===== config.mk =====
export PLATFORM = sky130hd
export DESIGN_NAME = lottery_draw_sequencer_flat
export DESIGN_NICKNAME = d
export VERILOG_FILES = /design/src/rtl/lottery_draw_sequencer_if.sv /design/src/rtl/lottery_draw_sequencer.sv /design/src/flat_wrapper.sv
export SDC_FILE = /design/constraint.sdc
export NUM_CORES = 1
export LEC_CHECK = 0
export BUFFER_PORTS_ARGS = -buffer_cell sky130_fd_sc_hd__buf_2
export CELL_PAD_IN_SITES_DETAIL_PLACEMENT = 0
export CELL_PAD_IN_SITES_GLOBAL_PLACEMENT = 2
export CORE_MARGIN = 2
export CORE_UTILIZATION = 35
export CTS_BUF_LIST = sky130_fd_sc_hd__clkbuf_16
export DETAILED_ROUTE_END_ITERATION = 8
export PLACE_DENSITY = 0.84
export SYNTH_ARGS = -nofsm -noshare
export SYNTH_HDL_FRONTEND = slang
export SYNTH_SLANG_ARGS = --single-unit

===== constraint.sdc =====
create_clock -name clk -period 3 [get_ports clk]
set_input_delay 0.45 -clock clk [delete_from_list [all_inputs] [get_ports clk]]
set_output_delay 0.45 -clock clk [all_outputs]
set_load 0.01 [all_outputs]

===== src/rtl/lottery_draw_sequencer_if.sv =====
// Draw output channel of lottery_draw_sequencer: one accepted draw per transfer.
// A draw transfers on a rising clk edge where draw_valid and draw_ready are both 1; once
// raised, draw_valid stays high and draw_value/draw_index stay stable until that edge.
interface lottery_draw_sequencer_if;
   logic       draw_valid;
   logic       draw_ready;
   logic [7:0] draw_value;
   logic [3:0] draw_index;

   modport master (
      output draw_valid,
      output draw_value,
      output draw_index,
      input  draw_ready
   );

   modport slave (
      input  draw_valid,
      input  draw_value,
      input  draw_index,
      output draw_ready
   );
endinterface


===== src/rtl/lottery_draw_sequencer.sv =====
// Draws DRAW_COUNT unique values in 1..RANGE from a free-running 16-bit random stream,
// using a bit-serial modulo reduction and a drawn-value bitmap to reject duplicates.
module lottery_draw_sequencer #(
   parameter int DRAW_COUNT = 6,
   parameter int RANGE      = 49
) (
   input  logic        clk,
   input  logic        reset,
   input  logic [15:0] random_number,
   input  logic        start,
   output logic        busy,
   output logic        done,
   output logic [2:0]  state_dbg,
   lottery_draw_sequencer_if.master draw
);

   typedef enum logic [2:0] {
      IDLE   = 3'd0,
      SAMPLE = 3'd1,
      REDUCE = 3'd2,
      CHECK  = 3'd3,
      OUTPUT = 3'd4
   } state_t;

   localparam logic [8:0] RANGE_9    = 9'(RANGE);
   localparam logic [3:0] LAST_INDEX = 4'(DRAW_COUNT - 1);

   state_t           state, state_nxt;
   logic [15:0]      sample_q, sample_nxt;
   logic [3:0]       bit_cnt_q, bit_cnt_nxt;
   logic [8:0]       rem_q, rem_nxt;
   logic [RANGE-1:0] bitmap_q, bitmap_nxt;
   logic [3:0]       count_q, count_nxt;
   logic             busy_q, busy_nxt;
   logic             done_q, done_nxt;
   logic             valid_q, valid_nxt;
   logic [7:0]       value_q, value_nxt;
   logic [3:0]       index_q, index_nxt;

   logic [8:0]       shifted;
   logic [8:0]       reduced;
   logic [RANGE-1:0] rem_onehot;
   logic             already_drawn;

   // One restoring-division step: bring in the next sample bit, subtract RANGE if it fits.
   always_comb begin
      shifted = {rem_q[7:0], sample_q[15]};
      reduced = (shifted >= RANGE_9) ? (shifted - RANGE_9) : shifted;
   end

   always_comb begin
      rem_onehot = '0;
      for (int i = 0; i < RANGE; i++) begin
         rem_onehot[i] = (rem_q == 9'(i));
      end
      already_drawn = |(rem_onehot & bitmap_q);
   end

   always_ff @(posedge clk or posedge reset) begin
      if (reset) begin
         state <= IDLE;
      end else begin
         state <= state_nxt;
      end
   end

   always_comb begin
      state_nxt   = state;
      sample_nxt  = sample_q;
      bit_cnt_nxt = bit_cnt_q;
      rem_nxt     = rem_q;
      bitmap_nxt  = bitmap_q;
      count_nxt   = count_q;
      busy_nxt    = busy_q;
      done_nxt    = 1'b0;
      valid_nxt   = valid_q;
      value_nxt   = value_q;
      index_nxt   = index_q;

      case (state)
         IDLE: begin
            if (start) begin
               sample_nxt  = random_number;
               bit_cnt_nxt = '0;
               rem_nxt     = '0;
               bitmap_nxt  = '0;
               count_nxt   = '0;
               busy_nxt    = 1'b1;
               state_nxt   = REDUCE;
            end
         end

         SAMPLE: begin
            sample_nxt  = random_number;
            bit_cnt_nxt = '0;
            rem_nxt     = '0;
            state_nxt   = REDUCE;
         end

         REDUCE: begin
            rem_nxt     = reduced;
            sample_nxt  = {sample_q[14:0], 1'b0};
            bit_cnt_nxt = bit_cnt_q + 4'd1;
            if (bit_cnt_q == 4'd15) begin
               state_nxt = CHECK;
            end
         end

         CHECK: begin
            if (already_drawn) begin
               state_nxt = SAMPLE;
            end else begin
               bitmap_nxt = bitmap_q | rem_onehot;
               value_nxt  = rem_q[7:0] + 8'd1;
               index_nxt  = count_q;
               valid_nxt  = 1'b1;
               state_nxt  = OUTPUT;
            end
         end

         OUTPUT: begin
            // The draw is held until accepted; start has no effect here.
            if (draw.draw_ready) begin
               valid_nxt = 1'b0;
               if (count_q == LAST_INDEX) begin
                  busy_nxt  = 1'b0;
                  done_nxt  = 1'b1;
                  state_nxt = IDLE;
               end else begin
                  count_nxt = count_q + 4'd1;
                  state_nxt = SAMPLE;
               end
            end
         end

         default: begin
            state_nxt = IDLE;
         end
      endcase
   end

   always_ff @(posedge clk or posedge reset) begin
      if (reset) begin
         sample_q  <= '0;
         bit_cnt_q <= '0;
         rem_q     <= '0;
         bitmap_q  <= '0;
         count_q   <= '0;
         busy_q    <= 1'b0;
         done_q    <= 1'b0;
         valid_q   <= 1'b0;
         value_q   <= '0;
         index_q   <= '0;
      end else begin
         sample_q  <= sample_nxt;
         bit_cnt_q <= bit_cnt_nxt;
         rem_q     <= rem_nxt;
         bitmap_q  <= bitmap_nxt;
         count_q   <= count_nxt;
         busy_q    <= busy_nxt;
         done_q    <= done_nxt;
         valid_q   <= valid_nxt;
         value_q   <= value_nxt;
         index_q   <= index_nxt;
      end
   end

   assign busy            = busy_q;
   assign done            = done_q;
   assign state_dbg       = state;
   assign draw.draw_valid = valid_q;
   assign draw.draw_value = value_q;
   assign draw.draw_index = index_q;

endmodule


===== src/flat_wrapper.sv =====
// flat-port wrapper written by rule: the top's interface ports become plain ports
module lottery_draw_sequencer_flat 
#(
   parameter int DRAW_COUNT = 6,
   parameter int RANGE      = 49
)
  (clk, reset, random_number, start, busy, done, state_dbg, draw_draw_valid, draw_draw_value, draw_draw_index, draw_draw_ready);
  lottery_draw_sequencer_if draw_i ();
  input  logic clk;
  input  logic reset;
  input  logic [15:0] random_number;
  input  logic start;
  output logic busy;
  output logic done;
  output logic [2:0] state_dbg;
  output wire logic [$bits(draw_i.draw_valid)-1:0] draw_draw_valid;
  output wire logic [$bits(draw_i.draw_value)-1:0] draw_draw_value;
  output wire logic [$bits(draw_i.draw_index)-1:0] draw_draw_index;
  input wire logic [$bits(draw_i.draw_ready)-1:0] draw_draw_ready;
  assign draw_draw_valid = draw_i.draw_valid;
  assign draw_draw_value = draw_i.draw_value;
  assign draw_draw_index = draw_i.draw_index;
  assign draw_i.draw_ready = draw_draw_ready;
  lottery_draw_sequencer #(.DRAW_COUNT(DRAW_COUNT), .RANGE(RANGE)) u_core (.clk(clk), .reset(reset), .random_number(random_number), .start(start), .busy(busy), .done(done), .state_dbg(state_dbg), .draw(draw_i));
endmodule

Word-level counts from Yosys, hierarchy flattened
Index checks and enable logic that the tools add are counted.
Widths: inputs -> output; s select.

storage, ports and cells
  register bits = 100
  input port bits = 20

cells by class
  $add $sub $neg = 4
  magnitude comparators = 1
  eq/ne operators = 60
  multiplexer cells = 29
  bitwise operators = 3
  reduce and logical (&&, ||, !) cells = 14

operators with widths
  kind                 count
  $eq 9x6->1 const B   17
  $eq 9x5->1 const B   16
  $mux 49              2
  $pmux 49 s2          1
  $eq 9x4->1 const B   8
  $and 49x49->49       1
  $or 49x49->49        1
  $reduce_or 49->1     1
  $pmux 16 s3          1
  $eq 9x3->1 const B   4
  $pmux 9 s3           1
  $eq 9x2->1 const B   2
  $mux 9               2
  $mux 16              1
  $pmux 3 s5           1
  $mux 3               4
  $mux 4               3
  $pmux 4 s3           1
  $eq 9x1->1 const B   1
  $ge 9x6->1 const B   1
  $logic_not 9->1      1
  $mux 1               9
  $reduce_and 3->1     3
  $sub 9x6->9 const B  1
  17 further kinds     28

Longest topological paths before layout
Gate-level depths: netlist of run 1.

  depth after elaboration = 5
  mapped depth = 10
  gate-level depth less buffers = 8

Least setup slack after synthesis of run 1
OpenSTA, ideal clock, no wires.

  kind = reg-to-reg
  start = register u_core.rem_q[0]
  end = register u_core.value_q[0], in the netlist u_core.draw.draw_value[0]
  setup time = 125 ps
  arrival = 2529 ps
  required time = 2875 ps
  slack = 346 ps
  stages on the path, launching flop included = 11
  buffers on the path = 2
  cells stage by stage = dfrtp_1 > inv_1 > ha_1 > buf_2 > a22oi_1 > a21boi_0 > nor4b_2 > o21ai_1 > nor4_4 > buf_6 > mux2_4

on the way
  word-level cells in the longest chain between the ends = 5
  elaborated cells on any way between the ends = 54
  classes of those cells = add/sub (1); eq/ne (48); bitwise (2); reduce/logical (3)

ends and longest elaborated chain
  what                                RTL line                       RTL
  start, declared                     lottery_draw_sequencer.sv:31   logic [8:0] rem_q, rem_nxt;
  start signal, assigned              lottery_draw_sequencer.sv:157  rem_q <= rem_nxt;
  $eq 9x1->1 (tied with other cells)  lottery_draw_sequencer.sv:54   rem_onehot[i] = (rem_q == 9'(i));
  $and 49x49->49                      lottery_draw_sequencer.sv:56   already_drawn = |(rem_onehot & bitmap_q);
  $reduce_or 49->1                    lottery_draw_sequencer.sv:56
  $not 1->1 (no source line)          --
  $reduce_and 2->1 (no source line)   --
  end signal, assigned                lottery_draw_sequencer.sv:163  value_q <= value_nxt;
  end, declared                       lottery_draw_sequencer.sv:37   logic [7:0] value_q, value_nxt;

Parallel ways exist; a longest one is shown, timed or not.
A chain may end at the register's enable or synchronous reset.

Worst setup path after layout of run 1
  start = register u_core.rem_q[0]
  end = register u_core.index_q[1], in the netlist u_core.draw.draw_index[1]

on the way
  word-level cells in the longest chain between the ends = 5
  elaborated cells on any way between the ends = 53
  classes of those cells = eq/ne (48); bitwise (2); reduce/logical (3)

ends and longest elaborated chain
  what                                 RTL line                       RTL
  $eq 9x1->1 (tied with other cells)   lottery_draw_sequencer.sv:54
  $and 49x49->49 *                     lottery_draw_sequencer.sv:56
  $reduce_or 49->1 *                   lottery_draw_sequencer.sv:56
  $not 1->1 (no source line) *         --
  $reduce_and 2->1 (no source line) *  --
  end signal, assigned                 lottery_draw_sequencer.sv:164  index_q <= index_nxt;
  end, declared                        lottery_draw_sequencer.sv:38   logic [3:0] index_q, index_nxt;

Every way passes the cells marked *; elsewhere a longest branch is shown, timed or not.

==> results of run 1 <==
==> routing by layer <==
layer,up-vias,wire length [µm]
met5,-,0
met4,0,171
met1,1961,5890
met3,14,678
li1,1889,-
met2,91,5680
==> sequential cells by signal, indices dropped and copies added, names as in the netlist <==
register	flops
u_core.done	1
u_core.bitmap_q	49
u_core.sample_q	16
u_core.bit_cnt_q	4
u_core.count_q	4
u_core.draw.draw_index	4
u_core.busy	1
u_core.rem_q	9
u_core.state_dbg	3
u_core.draw.draw_valid	1
u_core.draw.draw_value	8
==> power groups by stage <==
stage / Sequential, W / Clock (W) / Combinational, W
after global routing: 0.00206 / 0.00114 / 0.00265
after detailed placement: 0.00203 / 0 / 0.00237
after CTS: 0.00201 / 0.00108 / 0.00238
after global placement: 0.00202 / 0 / 0.00234
after floorplan: 0.00194 / 0 / 0.00173
final: 0.00201 / 0.00104 / 0.00235
==> per-stage QoR <==
step	setup WS, ns	area (µm²)
final	0.141	5790
after global routing	0.000764	5790
after CTS	0.0197	5790
after detailed placement	0.0768	5530
after global placement	0.146	5530
after floorplan	0.346	5030
==> Yosys cell counts (all sizes together), types with 4 or more instances <==
library cell	count
dfrtp	100
nand2	69
o21a	43
nor3	37
nor2	30
clkbuf	24
o21ai	23
a22oi	21
mux2	15
a21oi	14
nand3	13
buf	12
a22o	11
ha	10
inv	9
xnor2	9
nand4	5
a31oi	4
mux2i	4
nand3b	4
o211ai	4
or3	4
==> layout make-up <==
cell class | instances | share of cell area
Sequential cell | 100 | 0.432
Multi-Input combinational cell | 360 | 0.403
Timing Repair Buffer | 67 | 0.0751
Clock buffer | 9 | 0.0389
Tap cell | 180 | 0.0389
Inverter | 9 | 0.00648
Clock inverter | 6 | 0.00583
==> cell families (layout without fill, tap and decap cells) <==
group | Yosys count | count (layout) | synth area share
XOR/XNOR | 12 | 12 | 0.0209
flip-flops | 100 | 100 | 0.498
multiplexers | 19 | 19 | 0.0460
AND/OR/NAND/NOR | 181 | 181 | 0.171
adder cells (fa/ha/maj) | 10 | 10 | 0.0249
buffers and inverters | 45 | 91 | 0.0438
AO/OA/AOI/OAI | 138 | 138 | 0.196
==> worst max path at each step <==
stage	startpoint	end	slack, ns	cells past startpoint
after CTS	u_core.rem_q[0]	u_core.draw.draw_index[2]	0.02	9
after floorplan	u_core.rem_q[0]	u_core.draw.draw_value[0]	0.35	10
after global placement	u_core.rem_q[0]	u_core.draw.draw_index[1]	0.15	9
after detailed placement	u_core.rem_q[0]	u_core.draw.draw_value[5]	0.08	9
final	u_core.rem_q[0]	u_core.draw.draw_index[1]	0.14	8
after global routing	u_core.rem_q[0]	u_core.draw.draw_index[0]	0.0008	9
==> impl_metrics.py, run 1 <==
metrics = {
    "global_routing": {
        "busiest_layer": "met2",
        "use_met2": 0.266,
        "grt_use_met1": 0.251,
        "grt_pass1_wl_um": 20800,
        "grt_antenna_before_repair": 0,
        "grt_overflow": 0,
        "grtUsageTotal": 0.178,
        "grt_max_degree": 62,
        "met3_usage": 0.0504,
        "grt_pass1_vias": 3887,
    },
    "sta": {
        "worst_pin_slew_ns": 0.903,
        "hold_violations": 0,
        "slew_viol_final": 0,
        "setup_viol": 0,
        "setup_tns_ns": 0,
        "skew_ns": 0.0100,
        "rsz0062_at_grt": "false",
        "max_slew_margin": 0.396,
        "finalCritPeriodShare": 0.953,
        "fin_crit_ns": 2.86,
        "whs_ns": 0.102,
        "fmax_mhz": 350,
    },
    "cells_and_area": {
        "final_util": 0.416,
        "final_cell_mix": "100 x dfrtp_1, 69 x nand2_1, 43 x o21a_1",
        "num_antenna_cells": 0,
        "ff_latch_area_um2": 2500,
        "area_growth_pct": 15.2,
        "drive_above_1_share": 0.192,
        "nets": 577,
        "layout_commonest_cell": "dfrtp_1",
        "multi_input_area_um2": 2330,
        "layout.cells.non_filler": 731,
        "n_fill_cell": 1357,
    },
    "placed_design": {
        "io_buffers": 37,
        "place_hpwl_um": 8670,
        "place_congestion": 0.858,
        "dpl.cell_count": 716,
    },
    "clock_tree": {
        "clkLatencyLatePin_ns": 0.35,
        "path_clk_slew_ns": 0.07,
        "cts_setup_buffers": 0,
        "cts.sink_count": 100,
        "hold_buffers": 0,
        "cts-root-buf": "clkbuf_16",
        "htree_levels": 3,
        "clk_path_buf_depth": 2,
        "ctsResizeCount": 0,
        "cts_tree": "done",
        "cts_buffers": 9,
    },
    "die": {
        "rows": 43,
        "die_h_um": 124,
        "die_area_um2": 15300,
        "num_io_pins": 38,
        "core_area_um2": 13900,
        "die_w_um": 124,
        "initial_core_util": 0.361,
    },
    "power": {
        "power_frac_seq": 0.372,
        "power_frac_comb": 0.435,
        "vdd_drop_max_mv": 0.465,
        "fin_total_pwr_w": 0.00541,
        "intPower_w": 0.00322,
        "p_clk_frac": 0.193,
        "p_leak_nw": 2.57,
        "switchingPower_w": 0.00219,
        "p_per_area_nw_per_um2": 934,
        "sw_frac_of_total": 0.405,
    },
    "setup_path": {
        "cpLargestDelayFamily": "compound AO/OA/AOI/OAI gates",
        "critPathBufInv": 1,
        "r2r_cells": 8,
        "r2r-start": "u_core.rem_q[0]",
        "worstPathArrival_ns": 3.09,
        "slowest_stage": "ha_1",
        "end_kind": "register",
        "rr_endpoint": "u_core.draw.draw_index[1]",
        "path_common_cell": "a22oi_1",
        "path_max_fanout": 14,
        "crit_required_ns": 3.23,
        "path_cells": "ha_1, a22oi_1, a311oi_1, a22oi_1, o41ai_4, nor4_4, buf_4, mux2_2",
        "start_kind": "register",
        "reg2reg_slack_ns": 0.14,
        "path_class": "register to register",
        "cp_slowest_stage_delay_ns": 0.47,
    },
    "synthesis": {
        "synthFlopType": "dfrtp_1",
        "syn_inst": 505,
        "synth_area_leader_cell": "dfrtp_1",
        "yosys.area.top_type_share": 0.498,
        "synth_edf_count": 0,
        "synthArstFlopShare": 1.00,
        "seq_area_frac_synth": 0.498,
        "yosys_warnings": 0,
        "synth_seq_cells": 100,
        "ys_types": 56,
        "syn_area_um2": 5030,
        "avgSynthCellArea_um2": 9.96,
        "synth_area_leaders": "dfrtp_1 50%, o21a_1 6.4%, nand2_1 5.1%",
        "syn_nets": 535,
    },
    "route": {
        "drt-pass1-iter-count": 5,
        "antenna_left": 0,
        "drtIter0Drc": 315,
        "vias": 3955,
        "wl_um": 12400,
        "drc": 0,
        "vias_per_cell": 5.41,
        "wl_per_cell_um": 17.0,
    },
    "run": {
        "drv_cap": 0,
    },
    "worst_hold_path": {
        "hold_class": "input pin to asynchronous set/reset pin",
    },
    "outcome": {
        "status": "finished clean",
    },
}
(Power assumes the default switching activity.)
==> run 2, diff against run 1 <==
CORE_ASPECT_RATIO = 2   (was not set)
CORE_UTILIZATION = 42   (was 35)
CTS_CLUSTER_DIAMETER = 30   (was not set)
PLACE_DENSITY = 0.93   (was 0.84)
clock period = 3.4 ns   (was 3 ns; I/O delays follow)
==> run 2 against run 1 <==
Against the previous run: sequential share of layout area up 0.89 points; first-iteration DRC count down 2.9%; combinational power shrank 15%; register-to-register slack gained 0.26 ns; final area down 2.0%; fmax down 4.8%; count of clock-buffer cells in the layout unchanged; hold slack gained 0.20 ns; non-clock buffer count shrank 10; sequential power fell by 10%; largest cell class unchanged; global-route usage rose by 4.4 points.
==> impl_metrics.py, run 2 (same netlist as run 1, synthesis figures left out) <==
metrics = {
    "power": {
        "p_leak_nw": 2.53,
        "intPower_w": 0.00279,
        "vdd_drop_max_mv": 0.516,
        "p_per_area_nw_per_um2": 842,
        "switchingPower_w": 0.00199,
        "p_clk_frac": 0.204,
        "fin_total_pwr_w": 0.00478,
        "sw_frac_of_total": 0.415,
        "power_frac_seq": 0.377,
        "power_frac_comb": 0.419,
    },
    "route": {
        "wl_um": 13200,
        "antenna_left": 0,
        "wl_per_cell_um": 19.2,
        "vias": 4007,
        "drtIter0Drc": 306,
        "drc": 0,
        "drt-pass1-iter-count": 4,
        "vias_per_cell": 5.83,
    },
    "clock_tree": {
        "cts.sink_count": 100,
        "hold_buffers": 0,
        "clk_path_buf_depth": 2,
        "cts_buffers": 9,
        "ctsResizeCount": 0,
        "clkLatencyLatePin_ns": 0.35,
        "cts-root-buf": "clkbuf_16",
        "cts_tree": "done",
        "path_clk_slew_ns": 0.07,
        "cts_setup_buffers": 0,
        "htree_levels": 3,
    },
    "sta": {
        "setup_tns_ns": 0,
        "max_slew_margin": 0.415,
        "rsz0062_at_grt": "false",
        "skew_ns": 0.00861,
        "fin_crit_ns": 3.00,
        "finalCritPeriodShare": 0.883,
        "setup_viol": 0,
        "worst_pin_slew_ns": 0.874,
        "fmax_mhz": 333,
        "hold_violations": 0,
        "slew_viol_final": 0,
        "postLayoutSetupSlackWorst_ns": 0.397,
    },
    "global_routing": {
        "grt_max_degree": 61,
        "grtUsageTotal": 0.222,
        "grt_pass1_vias": 4274,
        "grt_pass1_wl_um": 22000,
        "grt_overflow": 0,
        "grt_antenna_before_repair": 0,
    },
    "outcome": {
        "status": "finished clean",
    },
    "cells_and_area": {
        "final_cell_mix": "100 x dfrtp_1, 69 x nand2_1, 43 x o21a_1",
        "nets": 567,
        "num_antenna_cells": 0,
        "post-route-cell-area_um2": 5680,
        "area_growth_pct": 12.9,
        "largest_reg_flops": 49,
        "largest_registers": "u_core.bitmap_q (49), u_core.sample_q (16), u_core.rem_q (9)",
        "layout_commonest_cell": "dfrtp_1",
        "regMostFlops": "u_core.bitmap_q",
        "drive_above_1_share": 0.179,
    },
    "placed_design": {
        "place_ws_ns": 0.432,
        "dpl_cell_area_um2": 5400,
        "place_hpwl_um": 9540,
        "io_buffers": 37,
        "place_congestion": 0.921,
    },
    "setup_path": {
        "worstPathArrival_ns": 3.24,
        "end_kind": "register",
        "crit_required_ns": 3.64,
        "path_max_fanout": 17,
        "path_class": "register to register",
        "crit_path_end": "u_core.draw.draw_index[0]",
        "reg2reg_slack_ns": 0.40,
        "r2r-start": "u_core.rem_q[0]",
        "rr_endpoint": "u_core.draw.draw_index[0]",
        "crit_start": "u_core.rem_q[0]",
        "start_kind": "register",
        "r2r_cells": 9,
    },
    "die": {
        "core_area_um2": 11700,
        "num_io_pins": 38,
        "die_h_um": 159,
        "die_w_um": 81.4,
        "die_area_um2": 12900,
        "rows": 56,
        "initial_core_util": 0.430,
    },
    "worst_hold_path": {
        "hold_class": "input pin to asynchronous set/reset pin",
    },
    "run": {
        "drv_cap": 0,
    },
}
==> run 2: changes by cell type in the layout (fill, tap and decap cells not counted), sizes merged <==
cell    change
inv         +3
clkinv      -2
buf        -10
==> run 2: per-layer routing <==
layer  up-vias  GRT usage  wire [µm]
met5         -          0          0
li1       1863          -          -
met4         0      0.123        656
met1      1997      0.248       4830
met3        37     0.0341        430
met2       110      0.386       7250
==> run 2: how the worst min path moves through the flow <==
| stage | endpoint | cells past startpoint |
|---|---|---|
| 3_3_place_gp | u_core.draw.draw_valid | 1 |
| 2_1_floorplan | u_core.sample_q[0] | 2 |
| 6_report | u_core.sample_q[12] | 2 |
| 3_5_place_dp | u_core.bitmap_q[32] | 1 |
| 5_1_grt | u_core.sample_q[13] | 2 |
| 4_1_cts | u_core.sample_q[14] | 2 |
==> run 2: final cells by class <==
cell class / instances / area, µm²
Clock inverter: 7 / 52.6
Tap cell: 145 / 181
Sequential cell: 100 / 2500
Clock buffer: 9 / 225
Inverter: 9 / 36.3
Multi-Input combinational cell: 360 / 2330
Timing Repair Buffer: 57 / 348
Fill cell: 1108 / 6020
==> run 2: worst max-delay path, cell delays in order, from the launching register on <==
cell and delay, ns:
dfrtp_1 0.45, inv_1 0.17, ha_1 0.43, a222oi_1 0.38, nor2b_1 0.09, nor4b_2 0.36, o21ai_1 0.16, nor4_4 0.15
buf_4 0.32, mux2_2 0.38
==> run 2: power by group through the flow <==
stage	Clock [W]	Sequential [W]	Combinational, W
floorplan	0	0.00171	0.00153
global placement	0	0.00182	0.00198
detailed placement	0	0.00182	0.00202
CTS	0.000993	0.00180	0.00203
global route	0.00104	0.00184	0.00225
finish	0.000974	0.00180	0.00200
==> run 2: through the flow <==
stage | cells | utilization | hold WS, ns
6_report | 687 | 0.485 | 0.298
5_1_grt | 687 | 0.485 | 0.347
4_1_cts | 687 | 0.485 | 0.330
3_5_place_dp | 671 | 0.462 | 0.479
3_3_place_gp | 671 | 0.462 | 0.467
2_1_floorplan | 505 | - | 0.451
==> run 3, diff against run 2 <==
--- a/config.mk
+++ b/config.mk
@@ -15,5 +15,5 @@
 export CTS_CLUSTER_DIAMETER = 30
 export DETAILED_ROUTE_END_ITERATION = 8
-export PLACE_DENSITY = 0.93
+export PLACE_DENSITY_LB_ADDON = 0.1
 export SYNTH_ARGS = -nofsm -noshare
 export SYNTH_HDL_FRONTEND = slang
==> constraint.sdc (replaced) <==
create_clock -name clk -period 3.4 [get_ports clk]
set_input_delay 0.34 -clock clk [delete_from_list [all_inputs] [get_ports clk]]
set_output_delay 0.34 -clock clk [all_outputs]
set_load 0.01 [all_outputs]
==> run 3 against run 2 <==
Against the previous run: sequential power about the same; die area is the same; critical path depth is the same; via count shrank 0.35%; non-clock buffer count grew 4; critical path type unchanged; critical endpoint is now u_core.draw.draw_value[5]; largest cell class unchanged; largest power group unchanged.
==> impl_metrics.py, run 3 (same netlist as run 1, synthesis figures left out) <==
metrics = {
    "setup_path": {
        "reg2reg_slack_ns": 0.43,
        "cp_slowest_stage_delay_ns": 0.43,
        "end_kind": "register",
        "rr_endpoint": "u_core.draw.draw_value[5]",
        "worstPathArrival_ns": 3.20,
        "crit_required_ns": 3.63,
        "path_class": "register to register",
        "path_cells": "inv_1, ha_1, a22o_1, a21oi_1, nor4b_2, o21ai_1, nor4_4, buf_4, mux2_2",
        "slowest_stage": "dfrtp_1",
        "r2r-start": "u_core.rem_q[0]",
        "crit_start": "u_core.rem_q[0]",
        "start_kind": "register",
        "r2r_cells": 9,
        "path_max_fanout": 17,
    },
    "placed_design": {
        "place_congestion": 0.940,
        "place_hpwl_um": 10300,
        "io_buffers": 37,
        "dpl_cell_area_um2": 5430,
    },
    "power": {
        "power_frac_comb": 0.421,
        "p_clk_frac": 0.205,
        "switchingPower_w": 0.00205,
        "vdd_drop_max_mv": 0.595,
        "intPower_w": 0.00283,
        "fin_total_pwr_w": 0.00487,
        "power_frac_seq": 0.375,
        "p_per_area_nw_per_um2": 853,
        "p_leak_nw": 2.55,
        "sw_frac_of_total": 0.420,
    },
    "sta": {
        "worst_pin_slew_ns": 0.897,
        "skew_ns": 0.0103,
        "slew_viol_final": 0,
        "max_slew_margin": 0.400,
        "setup_viol": 0,
        "setup_tns_ns": 0,
        "hold_violations": 0,
        "finalCritPeriodShare": 0.872,
        "rsz0062_at_grt": "false",
        "fin_crit_ns": 2.97,
        "fmax_mhz": 337,
    },
    "global_routing": {
        "grt_pass1_vias": 4110,
        "grtUsageTotal": 0.231,
        "grt_pass1_wl_um": 22300,
        "grt_overflow": 0,
        "grt_max_degree": 62,
        "grt_antenna_before_repair": 0,
    },
    "route": {
        "wl_per_cell_um": 20.4,
        "vias": 3993,
        "antenna_left": 0,
        "drtIter0Drc": 254,
        "drt-pass1-iter-count": 4,
        "wl_um": 14100,
        "vias_per_cell": 5.78,
        "drc": 0,
    },
    "outcome": {
        "status": "finished clean",
    },
    "die": {
        "die_area_um2": 12900,
        "core_area_um2": 11700,
        "die_w_um": 81.4,
        "die_h_um": 159,
        "num_io_pins": 38,
        "initial_core_util": 0.430,
        "rows": 56,
    },
    "clock_tree": {
        "cts_setup_buffers": 0,
        "cts-root-buf": "clkbuf_16",
        "cts_buffers": 9,
        "htree_levels": 3,
        "ctsResizeCount": 0,
        "cts.sink_count": 100,
        "path_clk_slew_ns": 0.07,
        "clkLatencyLatePin_ns": 0.35,
        "clk_path_buf_depth": 2,
        "cts_tree": "done",
        "hold_buffers": 0,
    },
    "cells_and_area": {
        "drive_above_1_share": 0.187,
        "largest_registers": "u_core.bitmap_q (49), u_core.sample_q (16), u_core.rem_q (9)",
        "final_util": 0.488,
        "area_growth_pct": 13.6,
        "nets": 571,
        "post-route-cell-area_um2": 5710,
        "final_cell_mix": "100 x dfrtp_1, 69 x nand2_1, 43 x o21a_1",
        "regMostFlops": "u_core.bitmap_q",
        "layout_commonest_cell": "dfrtp_1",
        "num_antenna_cells": 0,
        "largest_reg_flops": 49,
    },
    "worst_hold_path": {
        "hold_class": "input pin to asynchronous set/reset pin",
    },
    "run": {
        "drv_cap": 0,
    },
}
[run 3: cell type report]
| type | count | area [µm²] |
|---|---|---|
| Fill cell | 1118 | 5990 |
| Sequential cell | 100 | 2500 |
| Multi-Input combinational cell | 360 | 2330 |
| Timing Repair Buffer | 61 | 378 |
| Clock buffer | 9 | 225 |
| Tap cell | 145 | 181 |
| Clock inverter | 7 | 58.8 |
| Inverter | 9 | 36.3 |
[run 3: through the flow]
stage	cells	worst slack, ns	hold WS, ns
2_1_floorplan	505	0.441	0.436
3_3_place_gp	675	0.539	0.419
3_5_place_dp	675	0.458	0.427
4_1_cts	691	0.447	0.0549
5_1_grt	691	0.214	0.0854
6_report	691	0.434	0.0324
[run 3: power groups by stage]
stage	combinational, W	clock (W)	sequential (W)
finish	0.00205	0.000997	0.00183
global route	0.00227	0.00106	0.00186
CTS	0.00209	0.00101	0.00183
detailed placement	0.00208	0	0.00184
global placement	0.00205	0	0.00185
floorplan	0.00153	0	0.00171
[run 3: per-layer routing]
metal,global-route usage,vias up,part of all wire
met5,0,-,0
met4,0.139,0,0.051
met3,0.0290,42,0.026
met2,0.414,90,0.56
met1,0.246,1979,0.36
li1,-,1882,-
[run 3: worst max-delay path by stage]
| stage | slack, ns | depth (start not counted) | end |
|---|---|---|---|
| 2_1_floorplan | 0.44 | 1 | u_core.bit_cnt_q[0] |
| 3_3_place_gp | 0.54 | 9 | u_core.draw.draw_index[1] |
| 3_5_place_dp | 0.46 | 9 | u_core.draw.draw_index[0] |
| 4_1_cts | 0.45 | 9 | u_core.draw.draw_value[6] |
| 5_1_grt | 0.21 | 9 | u_core.draw.draw_value[7] |
| 6_report | 0.43 | 9 | u_core.draw.draw_value[5] |
[run 3: worst max-delay path: cells and delay by family, from the launching register on]
kind / cells / cell delay (ns)
AOI/OAI and AO/OA: 3 / 0.64
adders and majority gates: 1 / 0.42
buffers and inverters: 2 / 0.49
DFF: 1 / 0.43
muxes: 1 / 0.37
and+or+nand+nor: 2 / 0.50
